## src/rtl/bp_pkg.sv

```systemverilog
// Shared types and constants for the BTB-based branch predictor.
// Table entries hold a 2-bit saturating direction counter and a target.
package bp_pkg;

    // Widest PC the entry record can describe.
    localparam int MAX_XLEN = 64;

    typedef enum logic [1:0] {
        SNT = 2'b00,
        WNT = 2'b01,
        WT  = 2'b10,
        ST  = 2'b11
    } ctr_t;

    typedef struct packed {
        logic                valid;
        logic [MAX_XLEN-1:0] tag;
        logic [MAX_XLEN-1:0] target;
        ctr_t                ctr;
    } btb_entry_t;

    localparam ctr_t CTR_RESET    = SNT;
    localparam ctr_t ALLOC_BRANCH = WT;
    localparam ctr_t ALLOC_JUMP   = ST;

endpackage

```

## src/rtl/sat_counter2.sv

```systemverilog
// Next-state function of a 2-bit saturating direction counter.
module sat_counter2
    import bp_pkg::*;
(
    input  ctr_t ctr_in,
    input  logic taken,
    output ctr_t ctr_out
);

    always_comb begin
        ctr_out = ctr_in;
        unique case (ctr_in)
            SNT:     ctr_out = taken ? WNT : SNT;
            WNT:     ctr_out = taken ? WT  : SNT;
            WT:      ctr_out = taken ? ST  : WNT;
            ST:      ctr_out = taken ? ST  : WT;
            default: ctr_out = ctr_in;
        endcase
    end

endmodule

```

## src/rtl/branch_predictor.sv

```systemverilog
// Direct-mapped BTB branch predictor: combinational IF lookup, EX-side update
// and misprediction detection. Define BP_STATS_EN to build the event counters.
module branch_predictor
    import bp_pkg::*;
#(
    parameter int XLEN    = 32,
    parameter int ENTRIES = 16
) (
    input  logic            clk,
    input  logic            rst,
    input  logic [XLEN-1:0] if_pc,
    output logic            pred_taken,
    output logic [XLEN-1:0] pred_target,
    input  logic            ex_valid,
    input  logic [XLEN-1:0] ex_pc,
    input  logic            ex_is_branch,
    input  logic            ex_is_jump,
    input  logic            ex_taken,
    input  logic [XLEN-1:0] ex_target,
    input  logic            ex_pred_taken,
    input  logic [XLEN-1:0] ex_pred_target,
    output logic            mispredict,
    output logic [XLEN-1:0] redirect_pc,
    output logic [31:0]     stat_branches,
    output logic [31:0]     stat_mispredicts
);

    localparam int IDX_W = $clog2(ENTRIES);
    localparam int TAG_W = XLEN - IDX_W - 2;

    // Only valid bits and counters are reset; tags and targets are gated by valid.
    logic [ENTRIES-1:0] valid_q;
    ctr_t               ctr_q    [ENTRIES];
    logic [TAG_W-1:0]   tag_q    [ENTRIES];
    logic [XLEN-1:0]    target_q [ENTRIES];

    logic [IDX_W-1:0] if_idx, ex_idx;
    logic [TAG_W-1:0] if_tag, ex_tag;

    assign if_idx = if_pc[IDX_W+1:2];
    assign if_tag = if_pc[XLEN-1:IDX_W+2];
    assign ex_idx = ex_pc[IDX_W+1:2];
    assign ex_tag = ex_pc[XLEN-1:IDX_W+2];

    btb_entry_t rd_entry;
    logic       if_hit;
    logic       unused_rd_hi;

    assign rd_entry = '{valid:  valid_q[if_idx],
                        tag:    MAX_XLEN'(tag_q[if_idx]),
                        target: MAX_XLEN'(target_q[if_idx]),
                        ctr:    ctr_q[if_idx]};

    assign if_hit       = rd_entry.valid && (rd_entry.tag == MAX_XLEN'(if_tag));
    assign pred_taken   = if_hit && rd_entry.ctr[1];
    assign pred_target  = pred_taken ? rd_entry.target[XLEN-1:0] : if_pc + XLEN'(4);
    assign unused_rd_hi = ^(rd_entry.target >> XLEN);

    logic is_cf;
    logic ex_hit;
    ctr_t ctr_step;

    assign is_cf  = ex_is_branch | ex_is_jump;
    assign ex_hit = valid_q[ex_idx] && (tag_q[ex_idx] == ex_tag);

    sat_counter2 u_ctr (
        .ctr_in  (ctr_q[ex_idx]),
        .taken   (ex_taken),
        .ctr_out (ctr_step)
    );

    // A jal/jalr flag takes precedence if both type flags are raised.
    logic wr_en;
    logic wr_target;
    logic inval;
    ctr_t new_ctr;

    always_comb begin
        wr_en     = 1'b0;
        wr_target = 1'b0;
        inval     = 1'b0;
        new_ctr   = ctr_step;
        if (ex_valid) begin
            if (is_cf) begin
                if (ex_hit) begin
                    wr_en = 1'b1;
                    if (ex_is_jump) begin
                        new_ctr   = ALLOC_JUMP;
                        wr_target = 1'b1;
                    end else begin
                        wr_target = ex_taken;
                    end
                end else if (ex_taken) begin
                    wr_en     = 1'b1;
                    wr_target = 1'b1;
                    new_ctr   = ex_is_jump ? ALLOC_JUMP : ALLOC_BRANCH;
                end
            end else if (ex_pred_taken && ex_hit) begin
                inval = 1'b1;
            end
        end
    end

    always_ff @(posedge clk or posedge rst) begin
        if (rst) begin
            valid_q <= '0;
            for (int i = 0; i < ENTRIES; i++) begin
                ctr_q[i] <= CTR_RESET;
            end
        end else if (wr_en) begin
            valid_q[ex_idx] <= 1'b1;
            ctr_q[ex_idx]   <= new_ctr;
        end else if (inval) begin
            valid_q[ex_idx] <= 1'b0;
        end
    end

    always_ff @(posedge clk) begin
        if (wr_en) begin
            tag_q[ex_idx] <= ex_tag;
            if (wr_target) begin
                target_q[ex_idx] <= ex_target;
            end
        end
    end

    // A predicted-taken non-control-flow instruction came from a stale entry.
    logic dir_wrong;
    logic tgt_wrong;

    assign dir_wrong   = ex_taken != ex_pred_taken;
    assign tgt_wrong   = ex_taken && ex_pred_taken && (ex_target != ex_pred_target);
    assign mispredict  = ex_valid && ((is_cf && (dir_wrong || tgt_wrong)) ||
                                      (!is_cf && ex_pred_taken));
    assign redirect_pc = (is_cf && ex_taken) ? ex_target : ex_pc + XLEN'(4);

`ifdef BP_STATS_EN
    logic [31:0] branches_q;
    logic [31:0] mispredicts_q;

    always_ff @(posedge clk or posedge rst) begin
        if (rst) begin
            branches_q    <= '0;
            mispredicts_q <= '0;
        end else begin
            if (ex_valid && is_cf && (branches_q != '1)) begin
                branches_q <= branches_q + 32'd1;
            end
            if (mispredict && (mispredicts_q != '1)) begin
                mispredicts_q <= mispredicts_q + 32'd1;
            end
        end
    end

    assign stat_branches    = branches_q;
    assign stat_mispredicts = mispredicts_q;
`else
    assign stat_branches    = '0;
    assign stat_mispredicts = '0;
`endif

endmodule

```

## config.mk

```make
export PLATFORM = sky130hd
export DESIGN_NAME = branch_predictor
export DESIGN_NICKNAME = d
export VERILOG_FILES = /design/src/rtl/bp_pkg.sv /design/src/rtl/sat_counter2.sv /design/src/rtl/branch_predictor.sv
export SDC_FILE = /design/constraint.sdc
export NUM_CORES = 1
export LEC_CHECK = 0
export CORE_ASPECT_RATIO = 0.7
export CORE_UTILIZATION = 55
export CTS_BUF_LIST = sky130_fd_sc_hd__clkbuf_4 sky130_fd_sc_hd__clkbuf_8 sky130_fd_sc_hd__clkbuf_16
export CTS_CLUSTER_DIAMETER = 30
export DETAILED_ROUTE_END_ITERATION = 10
export HOLD_SLACK_MARGIN = 0.03
export PLACE_DENSITY = 0.77
export SLEW_MARGIN = 30
export SYNTH_ARGS = -nofsm -noshare
export SYNTH_HDL_FRONTEND = slang
export SYNTH_HIERARCHICAL = 1
export SYNTH_SLANG_ARGS = --single-unit
```

## constraint.sdc

```tcl
create_clock -name clk -period 6.8 [get_ports clk]
set_input_delay 1.36 -clock clk [delete_from_list [all_inputs] [get_ports clk]]
set_output_delay 1.36 -clock clk [all_outputs]
set_load 0.005 [all_outputs]
```

# Yosys cells after proc, flatten, opt, wreduce, memory -nomap -nowiden

Memory sizes are Yosys's and may differ from the RTL's.
Index checks and enable logic that the tools add are counted.

Add/sub/neg operators: 2
Multiply operators: 0
Div/mod/pow operators: 0
Magnitude comparators: 6
Equality and inequality tests: 7
Shifts and indexed selects: 0
Muxes and demuxes: 46
Bitwise operators: 6
Reduce and logical (&&, ||, !) cells: 17

Operator list:

| cell                    | count |
|---|---|
| $add A32 B3 Y32 const B | 2 |
| $mux W32                | 2 |
| $eq A26 B26 Y1          | 2 |
| $bwmux W32              | 1 |
| $mux W16                | 2 |
| $ne A32 B32 Y1          | 1 |
| $mux W2                 | 12 |
| $mux W1                 | 22 |
| $and A16 B16 Y16        | 1 |
| $bmux W2 S4             | 2 |
| $not A16 Y16            | 1 |
| $or A16 B16 Y16         | 1 |
| $logic_and A1 B1 Y1     | 12 |
| $ge A5 B5 Y1 const B    | 2 |
| $lt A4 B5 Y1 const B    | 2 |
| $not A4 Y5              | 2 |
| $bmux W1 S4             | 2 |
| $demux W2 S4            | 1 |
| $pmux W2 S4             | 1 |
| $lt A5 B1 Y1 const B    | 1 |
| $demux W1 S4            | 1 |
| $eq A2 B2 Y1 const B    | 2 |
| $ge A4 B1 Y1 const B    | 1 |
| $eq A2 B1 Y1 const B    | 1 |
| 6 further kinds         | 7 |

Bits in registers: 48
Latch bits: 0
Memory bits (writable): 928
ROM bits: 0
Output and inout bits: 130
Word-level logic and storage cells: 103
Memories: 2

Memories:

| name     | depth | width | rd ports | clocked after Yosys merged registers in | wr ports | line                   | source |
|---|---|---|---|---|---|---|---|
| target_q | 16    | 32    | 1        | 0                                       | 1        | branch_predictor.sv:35 | `logic [XLEN-1:0] target_q [ENTRIES];` |
| tag_q    | 16    | 26    | 2        | 0                                       | 1        | branch_predictor.sv:34 | `logic [TAG_W-1:0] tag_q [ENTRIES];` |

# Depth between registers and ports, before layout

Word-level depth: 11
Gate-level depth with buffers: 16
Mapped depth without buffers: 9

# Cells and area by module

The synthesis kept the hierarchy.

By module, submodules not included:

| module           | instances | cells an instance | area each (um2) | sequential area each (um2) |
|---|---|---|---|---|
| branch_predictor | 1         | 2513              | 45457.3         | 29067.9 |
| sat_counter2     | 1         | 3                 | 26.3            | 0.0 |

# Worst setup path before layout

Ideal clock, no wire load.

Path kind: input-to-reg
Start: input port ex_pc[2]
End: memory target_q[8][0] (enable)
Arrival time: 6335 ps
Data required time: 6339 ps
Slack: 3 ps
Cell stages on the path: 11
Cell sequence: buf_6 -> buf_6 -> mux4_2 -> mux2i_1 -> xnor2_1 -> nand3_1 -> or4_4 -> a2111oi_4 -> a41oi_1 -> clkbuf_1 -> nor3_1

Cells in the longest elaborated chain, start to end: 9

Ends and longest elaborated chain:

| what                                           | line                    | source |
|---|---|---|
| start, declared                                | branch_predictor.sv:15  | `input logic [XLEN-1:0] ex_pc,` |
| $mem_v2 Z16 W26 or $bmux W1 S4 (tied branches) | --                      |  |
| $eq A26 B26 Y1 or $mux W1 (tied branches)      | branch_predictor.sv:64  | `assign ex_hit = valid_q[ex_idx] && (tag_q[ex_idx] == ex_tag);` |
| $logic_and A1 B1 Y1                            | branch_predictor.sv:64  |  |
| $mux W1                                        | branch_predictor.sv:85  | `if (ex_hit) begin` |
| $mux W1                                        | branch_predictor.sv:84  | `if (is_cf) begin` |
| $mux W1                                        | branch_predictor.sv:83  | `if (ex_valid) begin` |
| $mux W1                                        | branch_predictor.sv:121 | `if (wr_target) begin` |
| $mux W1                                        | branch_predictor.sv:119 | `if (wr_en) begin` |
| $mux W1 (implied by the code)                  | branch_predictor.sv:122 | `target_q[ex_idx] <= ex_target;` |
| end, declared                                  | branch_predictor.sv:35  |  |

Parallel ways exist; a longest one is shown, timed or not. The select of a mux whose other input is x is not followed.

# Worst setup path after layout

Start: input port if_pc[2]
End: output port pred_target[4]

Cells in the longest elaborated chain, start to end: 6

Ends and longest elaborated chain:

| what                                                    | line                   | source |
|---|---|---|
| start, declared                                         | branch_predictor.sv:11 | `input logic [XLEN-1:0] if_pc,` |
| branches (longest 5 deep; another with $mem_v2 Z16 W26) | --                     |  |
| $mux W32 (*)                                            | branch_predictor.sv:56 | `assign pred_target = pred_taken ? rd_entry.target[XLEN-1:0] : if_pc + XLEN'(4);` |
| end, declared                                           | branch_predictor.sv:13 | `output logic [XLEN-1:0] pred_target,` |

Mark *: on every way between the ends. The select of a mux whose other input is x is not followed.

==> qor.txt <==
status -> finished, final reports clean
CP Class -> in2out
largest net degree at the start of global routing -> 69
RR Startpoint -> tag_q[8][15]
net switching power -> 3.796 mW
final instance area -> 54630 µm²
Critical Path RT -> 5440 ps
critical path peak fanout -> 32
clock sinks -> 976
reg2reg path depth -> 11
post-layout util -> 67.28%
synthesized cell area -> 45480 µm²
EDFF count, synth -> 928
Period minus WS final -> 6706 ps
Synth top cells by count -> edfxtp_1, mux4_2, nor2_1
power per cell area -> 282.8 nW/µm²
CTS tree -> yes
Filler cells -> 5195
worst-margin pin slew -> 1082 ps
Async S/R FF share, synth -> 4.918%
vias in the first global route -> 28111
Die Y -> 242.6 µm
Worst EP arrival -> 5350 ps
Gate power share -> 9.6%
vias per cell -> 7.134
Slew HR -> 27.17%
P_leak -> 17.89 nW
fmax -> 0.1491 GHz
CP startpoint kind -> input port
slowest CP cell -> or4b_2
row count -> 87
dpl cell area -> 49830 µm²
Layout Skew -> 41.34 ps
crit path from -> if_pc[2]
nets -> 3014
Post-DRT Antenna Nets -> 0
register area share after synthesis -> 63.91%
Core ar. -> 81210 µm²
PnR worst setup slack -> 93.84 ps
RSZ-0062 raised after global routing -> false
unique cell type count in the Yosys netlist -> 76
H-tree levels -> 4
full die area -> 83870 µm²
Max clock buf depth -> 3
crit path to -> pred_target[4]
Mean Syn Cell Area -> 18.08 µm²
crit-path cells -> buf_8 -> buf_4 -> mux4_2 -> mux4_2 -> xnor2_1 -> nor3b_1 -> buf_4 -> nand3_1 -> or4b_2 -> buf_12 -> mux2_2 -> clkdlybuf4s50_1
CP bufs+invs -> 5
final setup fails -> 0
sequential power share -> 43.8%
area leader, netlist -> edfxtp_1
post-synthesis instance total -> 2516
DR pass1 iterations -> 8
initial antenna violation count -> 14
cell family with most CP delay -> buffers and inverters
pre-CTS WS -> 64.97 ps
stages on the worst setup path -> 12
Final Hold Viols -> 0
share of post-route cells with drive strength above 1 -> 32.19%
Inserted Clock Buffers -> 139
IR drop worst, VDD -> 248.2 µV
slowest stage delay, CP -> 720 ps
switching portion of total power -> 24.57%
Yosys reg bits -> 976
r2r endpoint -> target_q[14][5]
all-layer global routing usage -> 35.19%
most common cell in the netlist -> edfxtp_1
setup TNS -> 0 ps
Synth top area share -> 61.27%
Synth Warn # -> 6
first-pass GRT wire length -> 206.9 mm
Starting Density -> 56.01%
ys flop type -> edfxtp_1
CTS clk-pin slew, worst paths -> 50 ps
PortBufs -> 200
final WL -> 146.4 mm
critical path capture point type -> primary output
final cycle utilization of the critical path -> 98.62%
hpwl dp -> 94.87 mm
root buffer cell -> clkbuf_16
IO Pins -> 265
worst skew pair latency -> 770 ps
vias -> 28923
drt drc -> 0
Die Wd -> 345.7 µm
WL/cell -> 36.12 µm
Slew Viols, Final -> 0
cts hold-fix bufs -> 0
maxcap violations -> 0
Internal -> 11.65 mW
R2R setup slack -> 2130 ps
Final GP Congestion -> 1.013
initial DRC count -> 5317
HP Class -> reg2reg
Syn-to-layout area delta -> 20.11%
top cells by area, synth -> edfxtp_1, mux4_2, dfrtp_1
Clk pwr share -> 46.7%
grt ovf -> 0
-- routing by layer --
| metal | GRT usage [%] | vias up | part of all wire, % |
|---|---|---|---|
| li1 | - | 11085 | - |
| met1 | 51.30 | 14903 | 37 |
| met2 | 49.41 | 2624 | 43 |
| met3 | 12.23 | 305 | 16 |
| met4 | 12.65 | 6 | 3.5 |
| met5 | 0 | - | 0.025 |
-- worst min path at each step --
stage           endpoint  slack (ps)  depth (start not counted)      start
2_1_floorplan  flip-flop         470                          1  flip-flop
3_3_place_gp   flip-flop         480                          1  flip-flop
3_5_place_dp   flip-flop         500                          1  flip-flop
4_1_cts        flip-flop         510                          1  flip-flop
5_1_grt        flip-flop         520                          1  flip-flop
6_report       flip-flop         510                          1  flip-flop
-- per-stage QoR --
step	instances	hold slack, ps	total power, mW
2_1_floorplan	2579	466.2	7.653
3_5_place_dp	3793	497.2	8.293
4_1_cts	4046	508.6	15.44
5_1_grt	4054	524.7	15.79
3_3_place_gp	3792	483.3	8.267
6_report	4054	508.7	15.45
-- final cells by class --
type,count,area (µm²),share of cell area (%)
antenna,1,2.502,0.004580
clock buffer,160,3671,6.719
clock inverter,93,1008,1.846
inverter,29,111.4,0.2038
multi-input combinational,1341,15500,28.37
sequential,976,29070,53.21
tap,1068,1336,2.446
timing repair buffer,386,3935,7.203
-- placed cells by master (no fill, tap or decap), types with 48 or more instances in the layout --
master,instances
xnor2_1,76
nor2_1,102
dfrtp_1,48
mux4_2,392
buf_4,144
edfxtp_1,928
nand2_1,80
xor2_1,50
mux2_2,57
conb_1,64
clkbuf_16,141
clkdlybuf4s50_1,192
nand4_1,86
-- cells by family (layout without fill, tap and decap cells) --
group	count (synthesis)	after routing	share of synthesized area, %
AOI/OAI and AO/OA	213	213	3.689
muxes	487	487	21.66
buffers and inverters	262	668	3.097
and+or+nand+nor	440	440	4.941
adders and majority gates	8	8	0.2146
xor gates and xnor gates	129	129	2.484
other	1	65	0.008245
DFF	976	976	63.91
-- power groups by stage --
stage	combinational (mW)	sequential (mW)	clock, mW
after floorplan	0.802	6.85	0
after global placement	1.40	6.87	0
after detailed placement	1.42	6.87	0
after CTS	1.43	6.76	7.25
after global routing	1.53	6.77	7.50
final	1.48	6.76	7.21
-- state kept, by name, summed over array words and instances, names as in the netlist, named ones only --
name / count
ctr_q: 32
tag_q: 416
target_q: 512
-- repair_timing --
action / in CTS / in global routing
buffers inserted: 0 / 7
gates resized for setup: 0 / 6
setup endpoints to repair: 0 / 32
Power figures use the tool's default switching activity.
